$ cat src/rtl/fade_sequencer_if.sv
// Bus bundle for the day/night fade sequencer.
// The master drives the controls and the slave (the sequencer) drives the status.
// The optional cycle_count status signal is present only when
// FADE_SEQ_CYCLE_CNT_EN is defined.
interface fade_sequencer_if #(
  parameter int LEVEL_W = 8,
  parameter int DIV_W   = 20,
  parameter int HOLD_W  = 8
);
  logic               enable;
  logic               start;
  logic               stop;
  logic               mode;
  logic [DIV_W-1:0]   step_div;
  logic [HOLD_W-1:0]  hold_steps;
  logic [LEVEL_W-1:0] lvl_min;
  logic [LEVEL_W-1:0] lvl_max;
  logic [LEVEL_W-1:0] fade_level;
  logic               direction;
  logic [2:0]         state;
  logic               busy;
  logic               cycle_done;
`ifdef FADE_SEQ_CYCLE_CNT_EN
  logic [15:0]        cycle_count;

  modport master (
    output enable, start, stop, mode, step_div, hold_steps, lvl_min, lvl_max,
    input  fade_level, direction, state, busy, cycle_done, cycle_count
  );

  modport slave (
    input  enable, start, stop, mode, step_div, hold_steps, lvl_min, lvl_max,
    output fade_level, direction, state, busy, cycle_done, cycle_count
  );
`else
  modport master (
    output enable, start, stop, mode, step_div, hold_steps, lvl_min, lvl_max,
    input  fade_level, direction, state, busy, cycle_done
  );

  modport slave (
    input  enable, start, stop, mode, step_div, hold_steps, lvl_min, lvl_max,
    output fade_level, direction, state, busy, cycle_done
  );
`endif
endinterface

$ cat src/rtl/fade_sequencer.sv
// Day/night fade sequencer: walks an 8-bit brightness through
// rise / hold-high / fall / hold-low at a programmable step rate.
// Optional feature macro: FADE_SEQ_CYCLE_CNT_EN adds a 16-bit cycle_count
// status output that counts completed cycles since the last accepted start.
module fade_sequencer #(
  parameter int LEVEL_W = 8,
  parameter int DIV_W   = 20,
  parameter int HOLD_W  = 8
) (
  input  logic            clk,
  input  logic            rst,
  fade_sequencer_if.slave bus
);

  typedef enum logic [2:0] {
    IDLE    = 3'd0,
    RISE    = 3'd1,
    HOLD_HI = 3'd2,
    FALL    = 3'd3,
    HOLD_LO = 3'd4
  } state_e;

  state_e             state_q, state_d;
  logic [LEVEL_W-1:0] level_q, level_d;
  logic               direction_q, direction_d;
  logic [DIV_W-1:0]   prescale_q, prescale_d;
  logic [HOLD_W-1:0]  holdCnt_q, holdCnt_d;
  logic               cycleDone_q, cycleDone_d;
  logic               mode_q, mode_d;
`ifdef FADE_SEQ_CYCLE_CNT_EN
  logic [15:0]        cycleCount_q, cycleCount_d;
`endif

  logic active;
  logic tick;
  logic startOk;

  // The prescaler only runs while sequencing and not paused; >= keeps a shrinking step_div safe.
  assign active  = bus.enable && (state_q != IDLE);
  assign tick    = active && (prescale_q >= bus.step_div);
  assign startOk = !bus.stop && bus.start && (state_q == IDLE) && (bus.lvl_min <= bus.lvl_max);

  // State register: every piece of sequencer state, async clear.
  always_ff @(posedge clk or posedge rst) begin
    if (rst) begin
      state_q      <= IDLE;
      level_q      <= '0;
      direction_q  <= 1'b0;
      prescale_q   <= '0;
      holdCnt_q    <= '0;
      cycleDone_q  <= 1'b0;
      mode_q       <= 1'b0;
`ifdef FADE_SEQ_CYCLE_CNT_EN
      cycleCount_q <= '0;
`endif
    end else begin
      state_q      <= state_d;
      level_q      <= level_d;
      direction_q  <= direction_d;
      prescale_q   <= prescale_d;
      holdCnt_q    <= holdCnt_d;
      cycleDone_q  <= cycleDone_d;
      mode_q       <= mode_d;
`ifdef FADE_SEQ_CYCLE_CNT_EN
      cycleCount_q <= cycleCount_d;
`endif
    end
  end

  // Next-state logic with priority stop > start > tick; a paused cycle leaves everything frozen.
  always_comb begin
    state_d     = state_q;
    level_d     = level_q;
    direction_d = direction_q;
    prescale_d  = prescale_q;
    holdCnt_d   = holdCnt_q;
    mode_d      = mode_q;
    cycleDone_d = 1'b0;

    if (bus.stop) begin
      state_d    = IDLE;
      prescale_d = '0;
      holdCnt_d  = '0;
    end else if (startOk) begin
      state_d     = RISE;
      level_d     = bus.lvl_min;
      direction_d = 1'b0;
      prescale_d  = '0;
      mode_d      = bus.mode;
    end else if (active) begin
      prescale_d = tick ? '0 : prescale_q + DIV_W'(1);
      if (tick) begin
        case (state_q)
          RISE: begin
            if (level_q < bus.lvl_max) begin
              level_d = level_q + LEVEL_W'(1);
            end else begin
              level_d     = bus.lvl_max;
              state_d     = HOLD_HI;
              direction_d = 1'b1;
              holdCnt_d   = '0;
            end
          end
          HOLD_HI: begin
            if (holdCnt_q == bus.hold_steps) begin
              state_d = FALL;
            end else begin
              holdCnt_d = holdCnt_q + HOLD_W'(1);
            end
          end
          FALL: begin
            if (level_q > bus.lvl_min) begin
              level_d = level_q - LEVEL_W'(1);
            end else begin
              level_d     = bus.lvl_min;
              state_d     = HOLD_LO;
              direction_d = 1'b0;
              holdCnt_d   = '0;
            end
          end
          HOLD_LO: begin
            if (holdCnt_q == bus.hold_steps) begin
              cycleDone_d = 1'b1;
              state_d     = mode_q ? IDLE : RISE;
            end else begin
              holdCnt_d = holdCnt_q + HOLD_W'(1);
            end
          end
          default: begin
            state_d = state_q;
          end
        endcase
      end
    end
  end

`ifdef FADE_SEQ_CYCLE_CNT_EN
  // Completed-cycle counter: restarts on an accepted start and wraps naturally.
  always_comb begin
    cycleCount_d = cycleCount_q;
    if (startOk) begin
      cycleCount_d = '0;
    end else if (cycleDone_d) begin
      cycleCount_d = cycleCount_q + 16'd1;
    end
  end
`endif

  // Output logic: registered status straight out, busy decoded from the state.
  always_comb begin
    bus.fade_level  = level_q;
    bus.direction   = direction_q;
    bus.state       = state_q;
    bus.busy        = (state_q != IDLE);
    bus.cycle_done  = cycleDone_q;
`ifdef FADE_SEQ_CYCLE_CNT_EN
    bus.cycle_count = cycleCount_q;
`endif
  end

endmodule
$ cat src/flat_wrapper.sv
// flat-port wrapper written by rule: the top's interface ports become plain ports
module fade_sequencer_flat 
#(
  parameter int LEVEL_W = 8,
  parameter int DIV_W   = 20,
  parameter int HOLD_W  = 8
)
  (clk, rst, bus_enable, bus_start, bus_stop, bus_mode, bus_step_div, bus_hold_steps, bus_lvl_min, bus_lvl_max, bus_fade_level, bus_direction, bus_state, bus_busy, bus_cycle_done);
  fade_sequencer_if #(.LEVEL_W(LEVEL_W), .DIV_W(DIV_W), .HOLD_W(HOLD_W)) bus_i ();
  input  logic clk;
  input  logic rst;
  input wire logic [$bits(bus_i.enable)-1:0] bus_enable;
  input wire logic [$bits(bus_i.start)-1:0] bus_start;
  input wire logic [$bits(bus_i.stop)-1:0] bus_stop;
  input wire logic [$bits(bus_i.mode)-1:0] bus_mode;
  input wire logic [$bits(bus_i.step_div)-1:0] bus_step_div;
  input wire logic [$bits(bus_i.hold_steps)-1:0] bus_hold_steps;
  input wire logic [$bits(bus_i.lvl_min)-1:0] bus_lvl_min;
  input wire logic [$bits(bus_i.lvl_max)-1:0] bus_lvl_max;
  output wire logic [$bits(bus_i.fade_level)-1:0] bus_fade_level;
  output wire logic [$bits(bus_i.direction)-1:0] bus_direction;
  output wire logic [$bits(bus_i.state)-1:0] bus_state;
  output wire logic [$bits(bus_i.busy)-1:0] bus_busy;
  output wire logic [$bits(bus_i.cycle_done)-1:0] bus_cycle_done;
  assign bus_i.enable = bus_enable;
  assign bus_i.start = bus_start;
  assign bus_i.stop = bus_stop;
  assign bus_i.mode = bus_mode;
  assign bus_i.step_div = bus_step_div;
  assign bus_i.hold_steps = bus_hold_steps;
  assign bus_i.lvl_min = bus_lvl_min;
  assign bus_i.lvl_max = bus_lvl_max;
  assign bus_fade_level = bus_i.fade_level;
  assign bus_direction = bus_i.direction;
  assign bus_state = bus_i.state;
  assign bus_busy = bus_i.busy;
  assign bus_cycle_done = bus_i.cycle_done;
  fade_sequencer #(.LEVEL_W(LEVEL_W), .DIV_W(DIV_W), .HOLD_W(HOLD_W)) u_core (.clk(clk), .rst(rst), .bus(bus_i));
endmodule
$ cat config.mk
export PLATFORM = sky130hd
export DESIGN_NAME = fade_sequencer_flat
export DESIGN_NICKNAME = d
export VERILOG_FILES = /design/src/rtl/fade_sequencer_if.sv /design/src/rtl/fade_sequencer.sv /design/src/flat_wrapper.sv
export SDC_FILE = /design/constraint.sdc
export NUM_CORES = 1
export LEC_CHECK = 0
export ABC_CLOCK_PERIOD_IN_PS = 3660
export CORE_UTILIZATION = 60
export DETAILED_ROUTE_END_ITERATION = 10
export DONT_BUFFER_PORTS = 1
export GPL_ROUTABILITY_DRIVEN = 1
export PLACE_DENSITY = 0.79
export SYNTH_ARGS = -nofsm -noshare
export SYNTH_HDL_FRONTEND = slang
export SYNTH_SLANG_ARGS = --single-unit
$ cat constraint.sdc
create_clock -name clk -period 3.66 [get_ports clk]
set_clock_uncertainty 0.2 [all_clocks]
set_input_delay 0.366 -clock clk [delete_from_list [all_inputs] [get_ports clk]]
set_output_delay 0.366 -clock clk [all_outputs]
set_load 0.005 [all_outputs]
; ---- After elaboration in Yosys (flattened, before gate mapping)
; Index checks and enable logic that the tools add are counted.
[totals]
word_cells = 94
output_inout_bits = 14
in_bits = 50
ff_bits = 42
[op_classes]
reduce_logical = 23
eq_ne = 15
n_addsub = 4
bitwise_logic = 1
magnitude_cmp = 4
mux = 40
[ops]
columns = cell, n
row1 = $mux W8, 12
row2 = $mux W20, 4
row3 = $mux W3, 8
row4 = $pmux W8 S3, 1
row5 = $add A20 B1 Y20 const B, 1
row6 = $ge A20 B20 Y1, 1
row7 = $add A8 B1 Y8 const B, 2
row8 = $pmux W8 S2, 1
row9 = $reduce_and A7 Y1, 2
row10 = $mux W1, 12
row11 = $pmux W3 S4, 1
row12 = $reduce_bool A3 Y1, 4
row13 = $ne A3 B3 Y1 const B, 3
row14 = $eq A8 B8 Y1, 1
row15 = $gt A8 B8 Y1, 1
row16 = $le A8 B8 Y1, 1
row17 = $lt A8 B8 Y1, 1
row18 = $ne A4 B2 Y1 const B, 2
row19 = $ne A4 B3 Y1 const B, 2
row20 = $reduce_bool A2 Y1, 4
row21 = $sub A8 B1 Y8 const B, 1
row22 = $eq A3 B2 Y1 const B, 2
row23 = $ne A3 B2 Y1 const B, 2
row24 = $reduce_and A6 Y1, 1
row25 = other kinds (13), 17

; ---- Depth between registers and ports, before layout
[depth]
ltp_word = 7
depth_mapped = 10
depth_no_buf = 9

; ---- Least setup slack after synthesis
; OpenSTA, ideal clock, no wires.
[synth_path]
path_kind = input to register
start = in bus_step_div[19]
end = reg u_core.holdCnt_q[4]
t_required_ns = 3.365
stages = 9
setup_ns = 0.095
arrival_time_ns = 2.274
n_path_buf = 1
setup_slack_ns = 1.091
cell_sequence = inv_1 > ha_1 > nand4_2 > or4_4 > o221ai_2 > and4_4 > buf_8 > nand2_4 > o31ai_1
[synth_between]
elab_chain_cells = 4
[synth_rtl]
columns = item, line_no
row1 = "start, declared", flat_wrapper.sv:16  ; input wire logic [$bits(bus_i.step_div)-1:0] bus_step_div;
row2 = $ge A20 B20 Y1, fade_sequencer.sv:40  ; assign tick = active && (prescale_q >= bus.step_div);
row3 = $logic_and A1 B1 Y1, fade_sequencer.sv:40
row4 = $reduce_bool A2 Y1 (no line), --
row5 = $reduce_and A7 Y1 (no line), --
row6 = "end signal, assigned", fade_sequencer.sv:61  ; holdCnt_q <= holdCnt_d;
row7 = "end, declared", fade_sequencer.sv:27  ; logic [HOLD_W-1:0] holdCnt_q, holdCnt_d;
; Every way passes these cells.
; A chain may end at the register's enable or synchronous reset.

; ---- Worst setup path after layout
[layout_path]
start = reg u_core.prescale_q[2]
end = reg u_core.holdCnt_q[1]
[layout_between]
elab_chain_cells = 4
[layout_rtl]
columns = item, line_no
row1 = "start, declared", fade_sequencer.sv:26  ; logic [DIV_W-1:0] prescale_q, prescale_d;
row2 = "start signal, assigned", fade_sequencer.sv:60  ; prescale_q <= prescale_d;
row3 = $ge A20 B20 Y1, fade_sequencer.sv:40
row4 = $logic_and A1 B1 Y1, fade_sequencer.sv:40
row5 = $reduce_bool A2 Y1 (no line), --
row6 = $reduce_and A7 Y1 (no line), --
; Every way passes these cells.

==> key figures <==
Final layout
  – Layout cells sized above 1: 4.251%
  – Final Util: 66.17%
  – NumNets Final: 543
  – # diodes: 0
  – Layout area overhead: 5.992%

Placement
  – DP HPWL: 6.632 mm
  – Gpl congestion: 0.8849
  – Port Buffer Count: 0

Run status
  – Failing checks: negative hold slack
  – Status: complete, but fails checks

Logic synthesis
  – Simple-gate share of the synthesized area: 21.19%
  – Largest family of logic cells by synthesized area: simple AND/OR/NAND/NOR gates
  – Ys async rst share: 100.0%
  – Synth area leaders: dfrtp_1 (28%), ha_1 (16%), xor2_1 (6.2%), inv_1 (5.0%), nor2_1 (4.8%)
  – Most frequent cells after synthesis: inv_1 (49), ha_1 (47), nor2_1 (47)
  – Cells after Synth: 444
  – Yosys top cell area share: 28.44%
  – Multiplexer area fraction after synthesis: 2.979%
  – Synth Area in XOR/XNOR: 8.531%
  – Mean Syn Cell Area: 8.324 um^2
  – Post-synth cell types: 54
  – Post-Synth Adder-Cell Area: 15.91%
  – Yosys warnings: 0
  – Post-synth EDFFs: 0
  – Synth Net Count: 541
  – Cell taking the most area after synthesis: dfrtp_1
  – Synth Flop Type: dfrtp_1
  – Synth Register Bits: 42
  – Cell Area, Synth: 3696 um^2
  – Register area share after synthesis: 28.44%
  – Synth Area in Compound Gates: 16.55%
  – Top-count cell post-synth: inv_1

CTS
  – Post-CTS Hold Fix Bufs: 2
  – Root Buffer: clkbuf_8
  – H-tree lvl count: 2
  – TritonCTS clock tree: done
  – Clock buffer count from CTS: 5
  – Insertion delay to the later sink of the worst-skew pair: 0.30 ns
  – Reg clk slew, reported paths: 0.09 ns
  – Clock Path Buffers: 2
  – CTS sink cnt: 42
  – Post-CTS setup buffers: 0
  – Post_cts resized: 0

Global route
  – Initial antenna violation count: 0
  – Vias in the first global route: 3,117
  – Remaining Overflow, GRT: 0
  – First-pass GRT wire length: 14.23 mm
  – Total GRT Usage: 28.41%
  – Largest net degree at the start of global routing: 28

Route
  – Routed wl met3: 430 um
  – WL final: 8.562 mm
  – Drt wl/cell: 16.40 um
  – Post-route ant nets: 0
  – Vias/cell: 6.163
  – # DRC: 0
  – WL met1: 3.628 mm
  – DR WL met2: 4.350 mm
  – Initial DRC count: 196
  – Vias: 3,217
  – Top sig layer: met4
  – First-pass iteration count of the detailed router: 7

STA
  – Fin Setup TNS: 0 ns
  – Minimum clock period: 3.087 ns
  – Final hold violations: 6
  – Rel. slew slack: 30.68%
  – Setup violations, final: 0
  – WHS: -0.004523 ns
  – Max Clk Rate: 323.9 MHz
  – Final period util: 84.34%
  – Worst-margin pin slew: 1.039 ns
  – Slew Limit Fails: 0
  – RSZ-0062 raised after global routing: no

Setup path
  – Bufs and invs on worst path: 0
  – Max Fanout on Critical Path: 9
  – Crit path cell chain: ha_1 -> a211oi_1 -> o21ai_0 -> a211oi_1 -> o221ai_2 -> a41oi_1 -> o22ai_1 -> a22o_1
  – CP top delay family: compound AO/OA/AOI/OAI gates
  – Critical path required time: 3.64 ns
  – Critical path type: reg -> reg
  – Crit-path max cell delay: 0.68 ns
  – Critical Path Sink Type: flip-flop
  – Critical path launch point: u_core.prescale_q[2]
  – Startpoint types: flip-flop
  – Slowest stage cell, crit path: a41oi_1
  – RR Startpoint: u_core.prescale_q[2]
  – Most frequent CP cell: a211oi_1
  – CP arrival: 3.07 ns

Job
  – Max-cap viol count: 0

Power and ir drop
  – Net Sw Power: 648.3 uW
  – Power per Cell Area: 439.6 nW/um^2
  – Switching share of power: 37.64%
  – Clock share of power: 25.8%
  – Combinational share of power: 36.8%
  – Pleak: 0.001932 uW
  – Flop pwr share: 37.4%
  – Maximum VDD drop: 0.3553 mV
  – Int Pwr: 1074 uW

Die
  – CORE AREA: 5921 um^2
  – Die W: 80.49 um
  – Num rows: 28
  – Starting density of the core: 62.43%
  – Die area: 6478 um^2
  – I/O Pins: 64
  – Die Y: 80.49 um

Min path
  – HP Class: in -> async
-- worst register-to-register path: stages (launching register included) --
cell	delay (ns)
dfrtp_1	0.44
ha_1	0.31
a211oi_1	0.22
o21ai_0	0.11
a211oi_1	0.37
o221ai_2	0.23
a41oi_1	0.68
o22ai_1	0.18
a22o_1	0.23
-- final timing paths --
path	to	slack [ns]	cells past startpoint
max	u_core.holdCnt_q[1]	0.57	8
min in group clk	u_core.bus.state[0]	0.01	1
max in group asynchronous	u_core.holdCnt_q[4]	2.46	2
max reg2reg	u_core.holdCnt_q[1]	0.57	8
min reg2reg	u_core.mode_q	0.30	2
min	u_core.bus.state[1]	-0.005	1
-- power groups by stage --
stage	logic (uW)	clock network, uW	registers, uW
finish	633	445	644
global route	719	472	657
CTS	634	451	641
detailed placement	629	0	649
global placement	601	0	649
floorplan	527	0	593
-- kinds of logic after synthesis --
family / after synthesis
AOI/OAI and AO/OA: 92
xor gates and xnor gates: 36
adders and majority gates: 47
buffers and inverters: 59
DFF: 42
muxes: 11
and+or+nand+nor: 157
-- state kept, by name, summed over array words and instances (netlist names) --
register and count:
u_core.holdCnt_q 8, u_core.bus.fade_level 8, u_core.bus.direction 1, u_core.prescale_q 20, u_core.mode_q 1, u_core.bus.cycle_done 1, u_core.bus.state 3
-- layout by cell type (no fill, tap or decap), types with 6 or more instances in the layout --
master and count:
and3_1 6, inv_1 49, ha_1 47, o21ai_0 25, a21oi_1 22, xor2_1 26
nand2_1 34, dfrtp_1 42, nor3_1 6, xnor2_1 10, and2_1 6, a211oi_1 6
nand4_1 16, nand3_1 20, nor2_1 47, mux2i_1 11
-- final cells by class --
cell class	instances	area, um^2
clock buffers	5	68.82
clock inverters	3	68.82
fillers	498	2003
inverters	49	183.9
multi-input cells	343	2409
flip-flops and latches	42	1051
well taps	75	93.84
repair buffers	5	42.54
-- per-layer routing --
layer	vias to the layer above	global-route usage (%)
li1	1590	-
met1	1514	34.35
met2	97	48.98
met3	16	6.477
met4	0	10.18
met5	-	0
-- per-stage QoR --
step	hold WS [ns]	std cells	setup WS (ns)	power [uW]	area, um^2
final	-0.004523	522	0.5730	1722	3918
after global routing	0.01908	522	0.3039	1848	3918
after CTS	0.01284	522	0.5976	1727	3918
after detailed placement	0.2414	512	0.6275	1278	3760
after global placement	0.2421	512	0.6278	1250	3760
after floorplan	0.2404	444	1.091	1121	3696
No activity file was read; power rests on OpenSTA's default activity.
